$ cat src/rtl/triangle_bbox_walker.sv
// Bounding-box walker: accepts one assembled triangle, clamps its x/y bounding box
// to the screen and presents every pixel of that box row-major to the edge tester.
module triangle_bbox_walker #(
    parameter int SCREEN_W = 640,
    parameter int SCREEN_H = 480
) (
    input  logic           clk,
    input  logic           n_rst,
    input  logic [143:0]   texel_vertices_in,
    input  logic [23:0]    texel_color_in,
    input  logic           texel_ready,
    output logic           texel_read,
    output logic [15:0]    pixel_x,
    output logic [15:0]    pixel_y,
    output logic [23:0]    pixel_color,
    output logic           pixel_valid,
    input  logic           pixel_ready,
    output logic           pixel_last,
    output logic           tri_done,
    output logic           busy
);

    typedef enum logic [1:0] {
        ST_IDLE = 2'd0,
        ST_LOAD = 2'd1,
        ST_WALK = 2'd2,
        ST_DONE = 2'd3
    } state_t;

    localparam logic [15:0] X_LIM = 16'(SCREEN_W - 1);
    localparam logic [15:0] Y_LIM = 16'(SCREEN_H - 1);

    function automatic logic [15:0] min2(input logic [15:0] a, input logic [15:0] b);
        return (a < b) ? a : b;
    endfunction

    function automatic logic [15:0] max2(input logic [15:0] a, input logic [15:0] b);
        return (a > b) ? a : b;
    endfunction

    function automatic logic [15:0] min3(input logic [15:0] a, input logic [15:0] b,
                                         input logic [15:0] c);
        return min2(min2(a, b), c);
    endfunction

    function automatic logic [15:0] max3(input logic [15:0] a, input logic [15:0] b,
                                         input logic [15:0] c);
        return max2(max2(a, b), c);
    endfunction

    state_t        state_r, state_next_s;
    logic [143:0]  vert_r;
    logic [23:0]   color_r;
    logic [15:0]   xmin_r, xmax_r, ymin_r, ymax_r;
    logic [15:0]   x_r, y_r;
    logic          texel_read_r, pixel_valid_r, pixel_last_r, tri_done_r, busy_r;

    logic [15:0]   xmin_next_s, xmax_next_s, ymin_next_s, ymax_next_s;
    logic [15:0]   x_next_s, y_next_s;
    logic [15:0]   bxmin_s, bxmax_s, bymin_s, bymax_s;
    logic          load_s, last_next_s;

    // Bounding box of the latched triangle; vertex layout is {p,q,r} x {x,y,z}.
    always_comb begin
        bxmin_s = min3(vert_r[143:128], vert_r[95:80], vert_r[47:32]);
        bxmax_s = min2(max3(vert_r[143:128], vert_r[95:80], vert_r[47:32]), X_LIM);
        bymin_s = min3(vert_r[127:112], vert_r[79:64], vert_r[31:16]);
        bymax_s = min2(max3(vert_r[127:112], vert_r[79:64], vert_r[31:16]), Y_LIM);
    end

    // Next-state, walk counter and bbox register update logic.
    always_comb begin
        state_next_s = state_r;
        xmin_next_s  = xmin_r;
        xmax_next_s  = xmax_r;
        ymin_next_s  = ymin_r;
        ymax_next_s  = ymax_r;
        x_next_s     = x_r;
        y_next_s     = y_r;
        load_s       = 1'b0;
        case (state_r)
            ST_IDLE: begin
                if (texel_ready) begin
                    state_next_s = ST_LOAD;
                    load_s       = 1'b1;
                end else begin
                    state_next_s = ST_IDLE;
                end
            end
            ST_LOAD: begin
                xmin_next_s = bxmin_s;
                xmax_next_s = bxmax_s;
                ymin_next_s = bymin_s;
                ymax_next_s = bymax_s;
                x_next_s    = bxmin_s;
                y_next_s    = bymin_s;
                if ((bxmin_s > bxmax_s) || (bymin_s > bymax_s)) begin
                    state_next_s = ST_DONE;
                end else begin
                    state_next_s = ST_WALK;
                end
            end
            ST_WALK: begin
                if (pixel_ready) begin
                    if (x_r != xmax_r) begin
                        x_next_s = x_r + 16'd1;
                    end else if (y_r != ymax_r) begin
                        x_next_s = xmin_r;
                        y_next_s = y_r + 16'd1;
                    end else begin
                        state_next_s = ST_DONE;
                    end
                end else begin
                    state_next_s = ST_WALK;
                end
            end
            ST_DONE: begin
                state_next_s = ST_IDLE;
            end
            default: begin
                state_next_s = ST_IDLE;
            end
        endcase
        last_next_s = (state_next_s == ST_WALK) && (x_next_s == xmax_next_s) &&
                      (y_next_s == ymax_next_s);
    end

    // State, datapath and registered outputs; outputs are decoded from the next state
    // so they line up with the state register.
    always_ff @(posedge clk) begin
        if (!n_rst) begin
            state_r       <= ST_IDLE;
            vert_r        <= 144'd0;
            color_r       <= 24'd0;
            xmin_r        <= 16'd0;
            xmax_r        <= 16'd0;
            ymin_r        <= 16'd0;
            ymax_r        <= 16'd0;
            x_r           <= 16'd0;
            y_r           <= 16'd0;
            texel_read_r  <= 1'b0;
            pixel_valid_r <= 1'b0;
            pixel_last_r  <= 1'b0;
            tri_done_r    <= 1'b0;
            busy_r        <= 1'b0;
        end else begin
            state_r <= state_next_s;
            if (load_s) begin
                vert_r  <= texel_vertices_in;
                color_r <= texel_color_in;
            end
            xmin_r        <= xmin_next_s;
            xmax_r        <= xmax_next_s;
            ymin_r        <= ymin_next_s;
            ymax_r        <= ymax_next_s;
            x_r           <= x_next_s;
            y_r           <= y_next_s;
            texel_read_r  <= (state_next_s == ST_LOAD);
            pixel_valid_r <= (state_next_s == ST_WALK);
            pixel_last_r  <= last_next_s;
            tri_done_r    <= (state_next_s == ST_DONE);
            busy_r        <= (state_next_s != ST_IDLE);
        end
    end

    assign texel_read  = texel_read_r;
    assign pixel_x     = x_r;
    assign pixel_y     = y_r;
    assign pixel_color = color_r;
    assign pixel_valid = pixel_valid_r;
    assign pixel_last  = pixel_last_r;
    assign tri_done    = tri_done_r;
    assign busy        = busy_r;

endmodule

$ cat config.mk
export PLATFORM = sky130hd
export DESIGN_NAME = triangle_bbox_walker
export DESIGN_NICKNAME = d
export VERILOG_FILES = /design/src/rtl/triangle_bbox_walker.sv
export SDC_FILE = /design/constraint.sdc
export NUM_CORES = 1
export LEC_CHECK = 0
export BUFFER_PORTS_ARGS = -buffer_cell sky130_fd_sc_hd__buf_4
export CORE_MARGIN = 2
export CORE_UTILIZATION = 45
export CTS_CLUSTER_SIZE = 40
export DETAILED_ROUTE_END_ITERATION = 16
export GPL_ROUTABILITY_DRIVEN = 0
export PLACE_DENSITY_LB_ADDON = 0.1
export SLEW_MARGIN = 20
export SYNTH_ARGS = -nofsm -noshare
export SYNTH_HDL_FRONTEND = slang
export SYNTH_SLANG_ARGS = --single-unit
$ cat constraint.sdc
create_clock -name clk -period 14.35 [get_ports clk]
set_input_delay 0.7175 -clock clk [delete_from_list [all_inputs] [get_ports clk]]
set_output_delay 0.7175 -clock clk [all_outputs]
set_load 0.02 [all_outputs]
==> results of run 1 <==
[state kept, by name (all words and copies together) (netlist names)]
name         count
xmax_r          16
pixel_valid      1
pixel_last       1
pixel_x         16
ymax_r          16
xmin_r          16
pixel_color     24
state_r          2
pixel_y         16
vert_r          96
texel_read       1
tri_done         1
busy             1
[cells by family (layout without fill, tap and decap cells)]
group	count (synthesis)	after routing	share of synthesized area, %
other	1	13	0.0262
adders and majority gates	132	132	11.5
AOI/OAI and AO/OA	476	476	21.1
muxes	94	94	7.22
xor gates and xnor gates	53	53	3.24
DFF	207	207	29.0
and+or+nand+nor	703	703	22.5
buffers and inverters	196	337	5.48
[through the flow]
| step | setup WS [ns] | cells | power (mW) | hold WS (ns) |
|---|---|---|---|---|
| after floorplan | 7.92 | 1874 | 2.72 | 0.436 |
| after global placement | 6.58 | 2371 | 3.34 | 0.442 |
| after detailed placement | 6.52 | 2371 | 3.40 | 0.449 |
| after CTS | 6.48 | 2417 | 4.08 | 0.382 |
| after global routing | 5.76 | 2417 | 4.43 | 0.396 |
| final | 6.46 | 2417 | 4.11 | 0.404 |
[path summary, 6_finish.rpt]
path / from / to
worst max-delay path: vert_r[94] / pixel_last
worst min-delay path: texel_vertices_in[90] / vert_r[90]
worst max register to register: vert_r[94] / pixel_last
worst min register to register: pixel_color[15] / pixel_color[15]
[Yosys cell counts, types with 6 or more instances]
master    count  share of area, %
a211oi_1     12              0.63
a21boi_0      7              0.37
a21o_1       18              0.94
a21oi_1     211               7.4
a31oi_1      16              0.70
and2_1       27               1.2
and3_1       24               1.0
and4_1        6              0.37
buf_1        10              0.26
buf_2         8              0.28
clkbuf_1     81               2.1
dfxtp_1     207                29
ha_1        132                12
inv_1        92               2.4
mux2_2       65               5.1
mux2i_1      26               1.8
nand2_1     342               9.0
nand2b_1      6              0.26
nand3_1      41               1.4
nand4_1      37               1.6
nor2_1      124               3.3
nor2b_1      13              0.57
nor3_1       23              0.80
nor3b_1       6              0.31
nor4_1       23               1.0
o211ai_1     13              0.68
o21a_1       11              0.58
o21ai_0      80               2.8
o22ai_1      13              0.57
o31ai_1      12              0.63
or2_2         7              0.31
or3_1        10              0.44
xnor2_1      31               1.9
xor2_1       22               1.3
[per-layer routing]
layer	vias to the layer above	GRT usage, %	wire, µm
li1	6889	-	-
met1	6564	37.0	21000
met2	521	44.2	20600
met3	98	4.71	3190
met4	0	8.87	1480
met5	-	0	0
[critical path, delay by kind of cell, from the launching register on]
family | cells | cell delay, ns
AND/OR/NAND/NOR | 7 | 2.17
adder cells (fa/ha/maj) | 3 | 0.96
multiplexers | 2 | 0.90
buffers and inverters | 1 | 0.08
AO/OA/AOI/OAI | 12 | 3.25
flip-flops | 1 | 0.41
[placed cells by master (no fill, tap or decap), drive strengths merged, types with 27 or more instances in the layout]
master / count
inv: 94
buf: 199
ha: 132
nor2: 124
dfxtp: 207
o21ai: 80
and2: 27
mux2: 68
nand4: 39
a21oi: 212
clkbuf: 28
nand3: 41
xnor2: 31
nand2: 342
[power groups by stage]
stage	clock network (mW)	logic (mW)	registers [mW]
after detailed placement	0	2.59	0.816
after CTS	0.678	2.60	0.805
after global routing	0.703	2.91	0.821
after floorplan	0	1.92	0.802
final	0.667	2.63	0.808
after global placement	0	2.53	0.813
[layout make-up]
class	instances	area share, %
clock inverters	18	1.21
multi-input cells	1471	56.2
well taps	402	3.00
clock buffers	28	3.91
inverters	92	2.07
flip-flops and latches	207	24.7
repair buffers	199	8.90
==> summary.md, run 1 <==
| Metric | Value |
|---|---|
| Routed length per instance | `19.1 µm` |
| Worst Setup End Kind | `flip-flop` |
| Die Height | `182 µm` |
| Setup violators final | `0` |
| Worst slew margin | `26.6%` |
| P_int | `2.07 mW` |
| Combinational share of power | `64.1%` |
| Ant. Diodes | `0` |
| TNS Setup | `0 ns` |
| Sequential power share | `19.7%` |
| CP max stage delay | `0.64 ns` |
| Slew Limit Fails | `0` |
| RSZ-0062 raised after global routing | `no` |
| DP HPWL | `34800 µm` |
| Detail Route Antenna Nets | `0` |
| Rows | `65` |
| CTS tree | `built` |
| Final hold vios | `0` |
| Leakage | `7.09 nW` |
| Setup crit start kind | `flip-flop` |
| Die area | `33300 µm²` |
| Initial DRC count | `1164` |
| Post-route cell area | `16800 µm²` |
| Final Cycle Share | `55.0%` |
| Die span in x | `182 µm` |
| Layout Skew | `0.0109 ns` |
| Sw Share | `49.7%` |
| Power Density | `245 nW/µm²` |
| Utilization after layout | `53.4%` |
| Mean Syn Cell Area | `7.69 µm²` |
| Register Area | `4140 µm²` |
| Clock power share | `16.2%` |
| Max_cap viols | `0` |
| Post-synthesis cell type count | `86` |
| Initial antenna violation count | `0` |
| Post-synthesis cell area | `14300 µm²` |
| Commonest register cell after synthesis | `dfxtp_1` |
| Warnings from Yosys | `0` |
| Worst Max-Slew Pin Slew | `1.10 ns` |
| Hold Path Class | `in -> reg` |
| CP arrival | `8.34 ns` |
| Cells after Synth | `1862` |
| Hold Buf Count CTS | `0` |
| R2r setup slk | `6.46 ns` |
| CORE AREA | `31500 µm²` |
| Min Tclk post-route | `7.89 ns` |
| Reg2reg path depth | `25` |
| Post-synthesis sequential area ratio | `29.0%` |
| Tot GR Track Use | `27.3%` |
| Post-Route WL | `46200 µm` |
| Setup Fix Bufs, Post-CTS | `0` |
| Register bit total from synthesis | `207` |
| Layout area overhead | `17.3%` |
| Remaining DRCs | `0` |
| Async set-or-reset flop fraction in the synthesized netlist | `0%` |
| Crit-path max FO | `19` |
| Share of layout cells above drive strength 1 | `17.0%` |
| Worst IR Drop VDD | `0.131 mV` |
| Run status | `finished, final reports clean` |
| Max frequency | `0.127 GHz` |
| Multi-input combinational cell area | `9440 µm²` |
| DP Area | `15900 µm²` |
| Clock root buffer | `clkbuf_16` |
| Post-CTS Resized | `0` |
| Net switching power | `2.04 mW` |
| Worst-path clk slew | `0.07 ns` |
| Number of nets in the layout | `2300` |
| Port Buffer Count | `184` |
| Inserted Clock Buffers | `25` |
| Total global routing overflow | `0` |
| Post-synth EDFFs | `0` |
| Via-to-Cell Ratio | `5.82` |
| Critical path required time | `14.80 ns` |
| Clock Latency Late Sink | `0.56 ns` |
| Longest Clk Path Bufs | `3` |
| CP max-delay cell | `or3_1` |
| Pin count of the biggest net entering global routing | `103` |
| Via count | `14100` |
| FILL cells | `3120` |
| Hold path depth | `3` |
| First-pass GRT wire length | `73200 µm` |
| DRT Pass-1 Iters | `5` |
| Ports | `233` |
| Crit path kind | `reg -> reg` |
| Clk sinks | `207` |
| H-Tree Depth | `1` |
| Starting Density | `45.5%` |
| Vias in the first global route | `13500` |
Note: power is estimated with default switching activity, not from simulation.
==> run 2, diff against run 1 <==
--- a/config.mk
+++ b/config.mk
@@ -5,6 +5,7 @@
 export SDC_FILE = /design/constraint.sdc
 export NUM_CORES = 1
 export LEC_CHECK = 0
+export ABC_AREA = 1
 export BUFFER_PORTS_ARGS = -buffer_cell sky130_fd_sc_hd__buf_4
 export CORE_MARGIN = 2
 export CORE_UTILIZATION = 45
==> constraint.sdc (replaced) <==
create_clock -name clk -period 7.4 [get_ports clk]
set_input_delay 0.37 -clock clk [delete_from_list [all_inputs] [get_ports clk]]
set_output_delay 0.37 -clock clk [all_outputs]
set_load 0.02 [all_outputs]
==> run 2 against run 1 <==
- synthesized area is 2.9% higher
- critical path depth is 12 higher
- sequential cell count unchanged
- final cell count is 19% higher
- hold slack worse by 0.32 ns
- critical path type unchanged
- critical endpoint unchanged
- largest cell class unchanged
==> summary.md, run 2 <==
| Metric | Value |
|---|---|
| Post-synthesis cell area | `14700 µm² (was 14300 µm²)` |
| Inserted Clock Buffers | `27 (was 25)` |
| Post-synth EDFFs | `0 (unchanged)` |
| Mean Syn Cell Area | `6.44 µm² (was 7.69 µm²)` |
| CORE AREA | `32400 µm² (was 31500 µm²)` |
| Placed insts | `2833 (was 2371)` |
| Starting Density | `45.5% (about the same)` |
| Worst Setup End Kind | `flip-flop (unchanged)` |
| Synth area leaders | `dfxtp_1, nand2_1, ha_1 (was dfxtp_1, ha_1, nand2_1)` |
| Top reg by flops | `vert_r (unchanged)` |
| Final Cycle Share | `86.7% (was 55.0%)` |
| Worst Max-Slew Pin Slew | `0.912 ns (was 1.10 ns)` |
| DRT Pass-1 Iters | `5 (unchanged)` |
| Hold Buf Count CTS | `0 (unchanged)` |
| Pin count of the biggest net entering global routing | `217 (was 103)` |
| Worst r2r src | `vert_r[75] (was vert_r[94])` |
| Clock root buffer | `clkbuf_16 (unchanged)` |
| Share of layout cells above drive strength 1 | `12.4% (was 17.0%)` |
| Critical path required time | `7.87 ns (was 14.80 ns)` |
| Worst-path clk slew | `0.06 ns (was 0.07 ns)` |
| Tot GR Track Use | `25.2% (was 27.3%)` |
| Crit-path most repeated cell | `nand2_1` |
| CTS tree | `built (unchanged)` |
| Post-synthesis cell type count | `53 (was 86)` |
| Hold Path Class | `in -> reg (unchanged)` |
| Clock Latency Late Sink | `0.55 ns (was 0.56 ns)` |
| Layout area overhead | `16.8% (was 17.3%)` |
| Port Buffer Count | `184 (unchanged)` |
| Crit path kind | `reg -> reg (unchanged)` |
| Post-Route M1 WL | `20800 µm (was 21000 µm)` |
| Die Height | `185 µm (was 182 µm)` |
| Total global routing overflow | `0 (unchanged)` |
| Initial antenna violation count | `0 (unchanged)` |
| Max FFs per register | `96 (unchanged)` |
| WL met3 | `2990 µm (was 3190 µm)` |
| Commonest non-fill, non-tap cells in the layout | `nand2_1, inv_1, nor2_1, dfxtp_1, a21oi_1 (was nand2_1, a21oi_1, dfxtp_1, buf_4, ha_1)` |
| Register bit total from synthesis | `207 (unchanged)` |
| Routed length per instance | `15.1 µm (was 19.1 µm)` |
| Crit Reg-Reg Endpoint | `pixel_last (unchanged)` |
| Ant. Diodes | `0 (unchanged)` |
| Clk sinks | `207 (unchanged)` |
| Detail Route Antenna Nets | `0 (unchanged)` |
| Count leader, synth | `nand2_1 (unchanged)` |
| Post-Route WL | `43500 µm (was 46200 µm)` |
| Endpoint, Worst Hold | `pixel_color[4] (was vert_r[90])` |
| Slew Limit Fails | `0 (unchanged)` |
| Via count | `14900 (was 14100)` |
| Remaining DRCs | `0 (unchanged)` |
| Post-synth top area cell | `dfxtp_1 (unchanged)` |
| Final Non-Filler Cells | `2882 (was 2417)` |
| Cells after Synth | `2288 (was 1862)` |
| Final hold vios | `0 (unchanged)` |
| Crit-path max FO | `30 (was 19)` |
| CP max-delay cell | `nand2_2 (was or3_1)` |
| Top cells by count, synth | `nand2_1, inv_1, nor2_1 (was nand2_1, a21oi_1, dfxtp_1)` |
| Ports | `233 (unchanged)` |
| Warnings from Yosys | `0 (unchanged)` |
| Max frequency | `0.156 GHz (was 0.127 GHz)` |
| Reg2reg path depth | `37 (was 25)` |
| R2r setup slk | `0.98 ns (was 6.46 ns)` |
| CP max stage delay | `0.43 ns (was 0.64 ns)` |
| Commonest register cell after synthesis | `dfxtp_1 (unchanged)` |
| Setup crit start kind | `flip-flop (unchanged)` |
| Hold wc startpoint | `texel_color_in[4] (was texel_vertices_in[90])` |
| Min Tclk post-route | `6.42 ns (was 7.89 ns)` |
| Vias in the first global route | `13600 (was 13500)` |
| Longest Clk Path Bufs | `3 (unchanged)` |
| First-pass GRT wire length | `69400 µm (was 73200 µm)` |
| Initial DRC count | `1042 (was 1164)` |
| Async set-or-reset flop fraction in the synthesized netlist | `0% (unchanged)` |
| Rows | `66 (was 65)` |
| Via-to-Cell Ratio | `5.17 (was 5.82)` |
| Max_cap viols | `0 (unchanged)` |
| Metal2 WL | `18700 µm (was 20600 µm)` |
| CP arrival | `6.89 ns (was 8.34 ns)` |
| Run status | `finished, final reports clean (unchanged)` |
| Number of nets in the layout | `2724 (was 2300)` |
| Post-synth top area share | `28.1% (was 29.0%)` |
| Most common cell after layout, fill and taps aside | `nand2_1 (unchanged)` |
| H-Tree Depth | `1 (unchanged)` |
| Post-CTS Resized | `0 (unchanged)` |
| DP HPWL | `32900 µm (was 34800 µm)` |
| Die area | `34200 µm² (was 33300 µm²)` |
| Setup Fix Bufs, Post-CTS | `0 (unchanged)` |
| Hold path depth | `3 (unchanged)` |
| Top Metal Used | `met4 (unchanged)` |
| Layout Skew | `0.0228 ns (was 0.0109 ns)` |
| Setup violators final | `0 (unchanged)` |
| Die span in x | `185 µm (was 182 µm)` |
| Worst slew margin | `39.2% (was 26.6%)` |
| Post-synthesis sequential area ratio | `28.1% (was 29.0%)` |
| FILL cells | `3330 (was 3120)` |
| RSZ-0062 raised after global routing | `no (unchanged)` |
| TNS Setup | `0 ns (unchanged)` |
==> run 2: cell types whose count changed after synthesis, moves of 13 or more <==
cell	delta
a21o_1	-15
o21ai_1	+37
nand3_1	+99
inv_2	+13
mux2_2	-65
and3_1	-24
nor4_1	-16
nand2_1	+206
nor2_1	+92
inv_1	+173
xnor2_1	-23
mux2i_1	-26
o21ai_0	+120
nor2b_1	-13
==> run 2: cell families after synthesis <==
| group | after synthesis | synth area share [%] |
|---|---|---|
| compound gates | 510 | 18.8 |
| simple gates | 1034 | 30.3 |
| buf+inv | 383 | 10.4 |
| other cells | 1 | 0.0255 |
| xor+xnor | 21 | 1.25 |
| fa+ha+maj | 132 | 11.2 |
| flops | 207 | 28.1 |
==> run 2: final cells by class <==
| cell class | instances | area, µm² | area share (%) |
|---|---|---|---|
| multi-input cells | 1710 | 9120 | 53.0 |
| flip-flops and latches | 207 | 4140 | 24.1 |
| repair buffers | 195 | 1480 | 8.58 |
| inverters | 279 | 1050 | 6.08 |
| clock buffers | 38 | 757 | 4.40 |
| well taps | 442 | 553 | 3.21 |
| clock inverters | 11 | 114 | 0.661 |
==> run 2: how the worst max path moves through the flow <==
stage / start / end / slack (ns) / cells past startpoint
final: vert_r[75] / pixel_last / 0.98 / 37
after global routing: vert_r[75] / pixel_last / 0.33 / 37
after CTS: vert_r[75] / pixel_last / 0.99 / 37
after global placement: vert_r[75] / pixel_last / 1.16 / 37
after detailed placement: vert_r[75] / pixel_last / 1.04 / 37
after floorplan: vert_r[79] / pixel_last / 2.48 / 33
==> run 2: per-stage QoR <==
stage	worst slack (ns)	util (%)	hold slack (ns)	area (µm²)
global route	0.333	53.2	0.0882	17200
floorplan	2.48	-	0.441	14800
global placement	1.16	50.5	0.454	16300
detailed placement	1.04	50.5	0.458	16300
finish	0.981	53.2	0.0819	17200
CTS	0.989	53.2	0.0562	17200
==> run 2: per-layer routing <==
metal	up-vias	GRT usage, %
li1	7754	-
met1	6664	35.8
met2	426	40.1
met3	58	3.78
met4	0	6.22
met5	-	0
==> run 2: worst max-delay path, delay by kind of cell, from the launching register on <==
kind,cells,cell delay [ns]
fa+ha+maj,3,0.93
flops,1,0.35
compound gates,12,1.73
simple gates,19,2.77
buf+inv,3,0.56
Power of run 2 is left out: the tool's default activity adds up to more than one toggle a clock period on the data nets, which glitch-free logic cannot reach.
==> run 3, diff against run 2 <==
--- a/config.mk
+++ b/config.mk
@@ -7,8 +7,7 @@
 export LEC_CHECK = 0
 export ABC_AREA = 1
 export BUFFER_PORTS_ARGS = -buffer_cell sky130_fd_sc_hd__buf_4
-export CORE_MARGIN = 2
-export CORE_UTILIZATION = 45
+export CORE_UTILIZATION = 40
 export CTS_CLUSTER_SIZE = 40
 export DETAILED_ROUTE_END_ITERATION = 16
 export GPL_ROUTABILITY_DRIVEN = 0
==> run 3 against run 2 <==
- sequential cell count is the same
- via count shrank 0.17%
- critical path depth shrank 1
- die area grew 9.9%
- setup slack lost 0.038 ns
- sequential share of layout area shrank 0.11 points
- hold slack gained 0.0040 ns
- non-clock buffer count shrank 2
- cell area grew 0.48%
- routed wire length grew 2.8%
- core utilization shrank 5.0 points
==> summary.md, run 3 (synthesis gave the netlist of run 2 again) <==
| Metric | Value |
|---|---|
| Crit path kind | `reg -> reg (unchanged)` |
| Critical path required time | `7.88 ns (was 7.87 ns)` |
| Hold wc startpoint | `texel_color_in[8] (was texel_color_in[4])` |
| FILL cells | `3765 (was 3330)` |
| Ports | `233 (unchanged)` |
| Port Buffer Count | `184 (unchanged)` |
| Post-Route WL | `44700 µm (was 43500 µm)` |
| Clock Latency Late Sink | `0.54 ns (was 0.55 ns)` |
| DRT Pass-1 Iters | `5 (unchanged)` |
| Via count | `14900 (about the same)` |
| Remaining DRCs | `0 (unchanged)` |
| TNS Setup | `0 ns (unchanged)` |
| Die span in x | `194 µm (was 185 µm)` |
| Reg2reg path depth | `36 (was 37)` |
| Clk sinks | `207 (unchanged)` |
| Longest Clk Path Bufs | `3 (unchanged)` |
| Min Tclk post-route | `6.46 ns (was 6.42 ns)` |
| Worst slew margin | `33.8% (was 39.2%)` |
| Slew Limit Fails | `0 (unchanged)` |
| Worst r2r src | `vert_r[77] (was vert_r[75])` |
| Crit Reg-Reg Endpoint | `pixel_last (unchanged)` |
| Final Cycle Share | `87.3% (was 86.7%)` |
| Final hold vios | `0 (unchanged)` |
| Crit-path max FO | `34 (was 30)` |
| Number of nets in the layout | `2723 (was 2724)` |
| Total global routing overflow | `0 (unchanged)` |
| Crit-path most repeated cell | `nand2_1 (unchanged)` |
| Rows | `69 (was 66)` |
| Die Height | `194 µm (was 185 µm)` |
| CTS tree | `built (unchanged)` |
| Via-to-Cell Ratio | `5.13 (was 5.17)` |
| Ant. Diodes | `0 (unchanged)` |
| Max_cap viols | `0 (unchanged)` |
| Run status | `finished, final reports clean (unchanged)` |
| Tot GR Track Use | `23.4% (was 25.2%)` |
| Layout Skew | `0.0200 ns (was 0.0228 ns)` |
| Starting Density | `41.0% (was 45.5%)` |
| Max FFs per register | `96 (unchanged)` |
| CP max stage delay | `0.49 ns (was 0.43 ns)` |
| Setup Fix Bufs, Post-CTS | `0 (unchanged)` |
| Post-CTS Resized | `0 (unchanged)` |
| Post-route cell area | `17300 µm² (was 17200 µm²)` |
| First-pass GRT wire length | `72100 µm (was 69400 µm)` |
| Hold Buf Count CTS | `0 (unchanged)` |
| Endpoint, Worst Hold | `pixel_color[8] (was pixel_color[4])` |
| Worst-path clk slew | `0.06 ns (about the same)` |
| Top reg by flops | `vert_r (unchanged)` |
| Layout area overhead | `17.4% (was 16.8%)` |
| Routed length per instance | `15.4 µm (was 15.1 µm)` |
| Die area | `37600 µm² (was 34200 µm²)` |
| Pin count of the biggest net entering global routing | `105 (was 217)` |
| Most common cell after layout, fill and taps aside | `nand2_1 (unchanged)` |
| Hold Path Class | `in -> reg (unchanged)` |
| CORE AREA | `35900 µm² (was 32400 µm²)` |
| Clock root buffer | `clkbuf_16 (unchanged)` |
| H-Tree Depth | `1 (unchanged)` |
| DP Area | `16300 µm² (about the same)` |
| RSZ-0062 raised after global routing | `no (unchanged)` |
| Vias in the first global route | `13800 (was 13600)` |
| R2r setup slk | `0.94 ns (was 0.98 ns)` |
| Setup crit start kind | `flip-flop (unchanged)` |
| Inserted Clock Buffers | `28 (was 27)` |
| Worst Max-Slew Pin Slew | `0.992 ns (was 0.912 ns)` |
| Hold path depth | `3 (unchanged)` |
| CP arrival | `6.94 ns (was 6.89 ns)` |
| Max frequency | `0.155 GHz (was 0.156 GHz)` |
| Initial antenna violation count | `0 (unchanged)` |
| Share of layout cells above drive strength 1 | `12.4% (about the same)` |
| Placed insts | `2850 (was 2833)` |
| DP HPWL | `34100 µm (was 32900 µm)` |
| CP max-delay cell | `o21ai_0 (was nand2_2)` |
| Initial DRC count | `924 (was 1042)` |
| Commonest non-fill, non-tap cells in the layout | `nand2_1, inv_1, nor2_1, dfxtp_1, a21oi_1 (unchanged)` |
| Final Non-Filler Cells | `2900 (was 2882)` |
| Setup violators final | `0 (unchanged)` |
| Detail Route Antenna Nets | `0 (unchanged)` |
| Worst Setup End Kind | `flip-flop (unchanged)` |
## run 3: worst max path at each step
stage	startpoint	end	slack (ns)	cells after the start
floorplan	vert_r[79]	pixel_last	2.48	33
global placement	vert_r[77]	pixel_last	1.08	36
detailed placement	vert_r[77]	pixel_last	0.94	36
CTS	vert_r[77]	pixel_last	0.90	36
global route	vert_r[77]	pixel_last	0.22	36
finish	vert_r[77]	pixel_last	0.94	36
## run 3: area by class of cell
type                       count  area [µm²]  share of cell area (%)
multi-input combinational   1710        9120                    52.7
sequential                   207        4140                    24.0
timing repair buffer         193        1450                    8.38
inverter                     279        1050                    6.05
clock buffer                  44         852                    4.93
tap                          461         577                    3.33
clock inverter                 6         105                   0.608
## run 3: routing by layer
metal	GRT usage, %	routed length (µm)	share of wire, %
met5	0	0	0
met4	6.53	1170	2.6
met3	3.60	2690	6.0
met2	35.9	18500	41
met1	33.8	22300	50
## run 3: critical path, delay by kind of cell (launching register included)
kind	cells	cell delay, ns
flip-flops	1	0.37
AO/OA/AOI/OAI	12	1.95
AND/OR/NAND/NOR	19	2.78
buffers and inverters	2	0.36
adder cells (fa/ha/maj)	3	0.92
## run 3: per-stage QoR
step                      util (%)  setup WS (ns)  hold WS, ns
after floorplan                  -           2.48        0.441
after global placement        45.5           1.08        0.451
after detailed placement      45.5          0.937        0.455
after CTS                     48.2          0.896       0.0579
after global routing          48.2          0.215       0.0791
final                         48.2          0.942       0.0859
Power of run 3 is left out for the same reason.
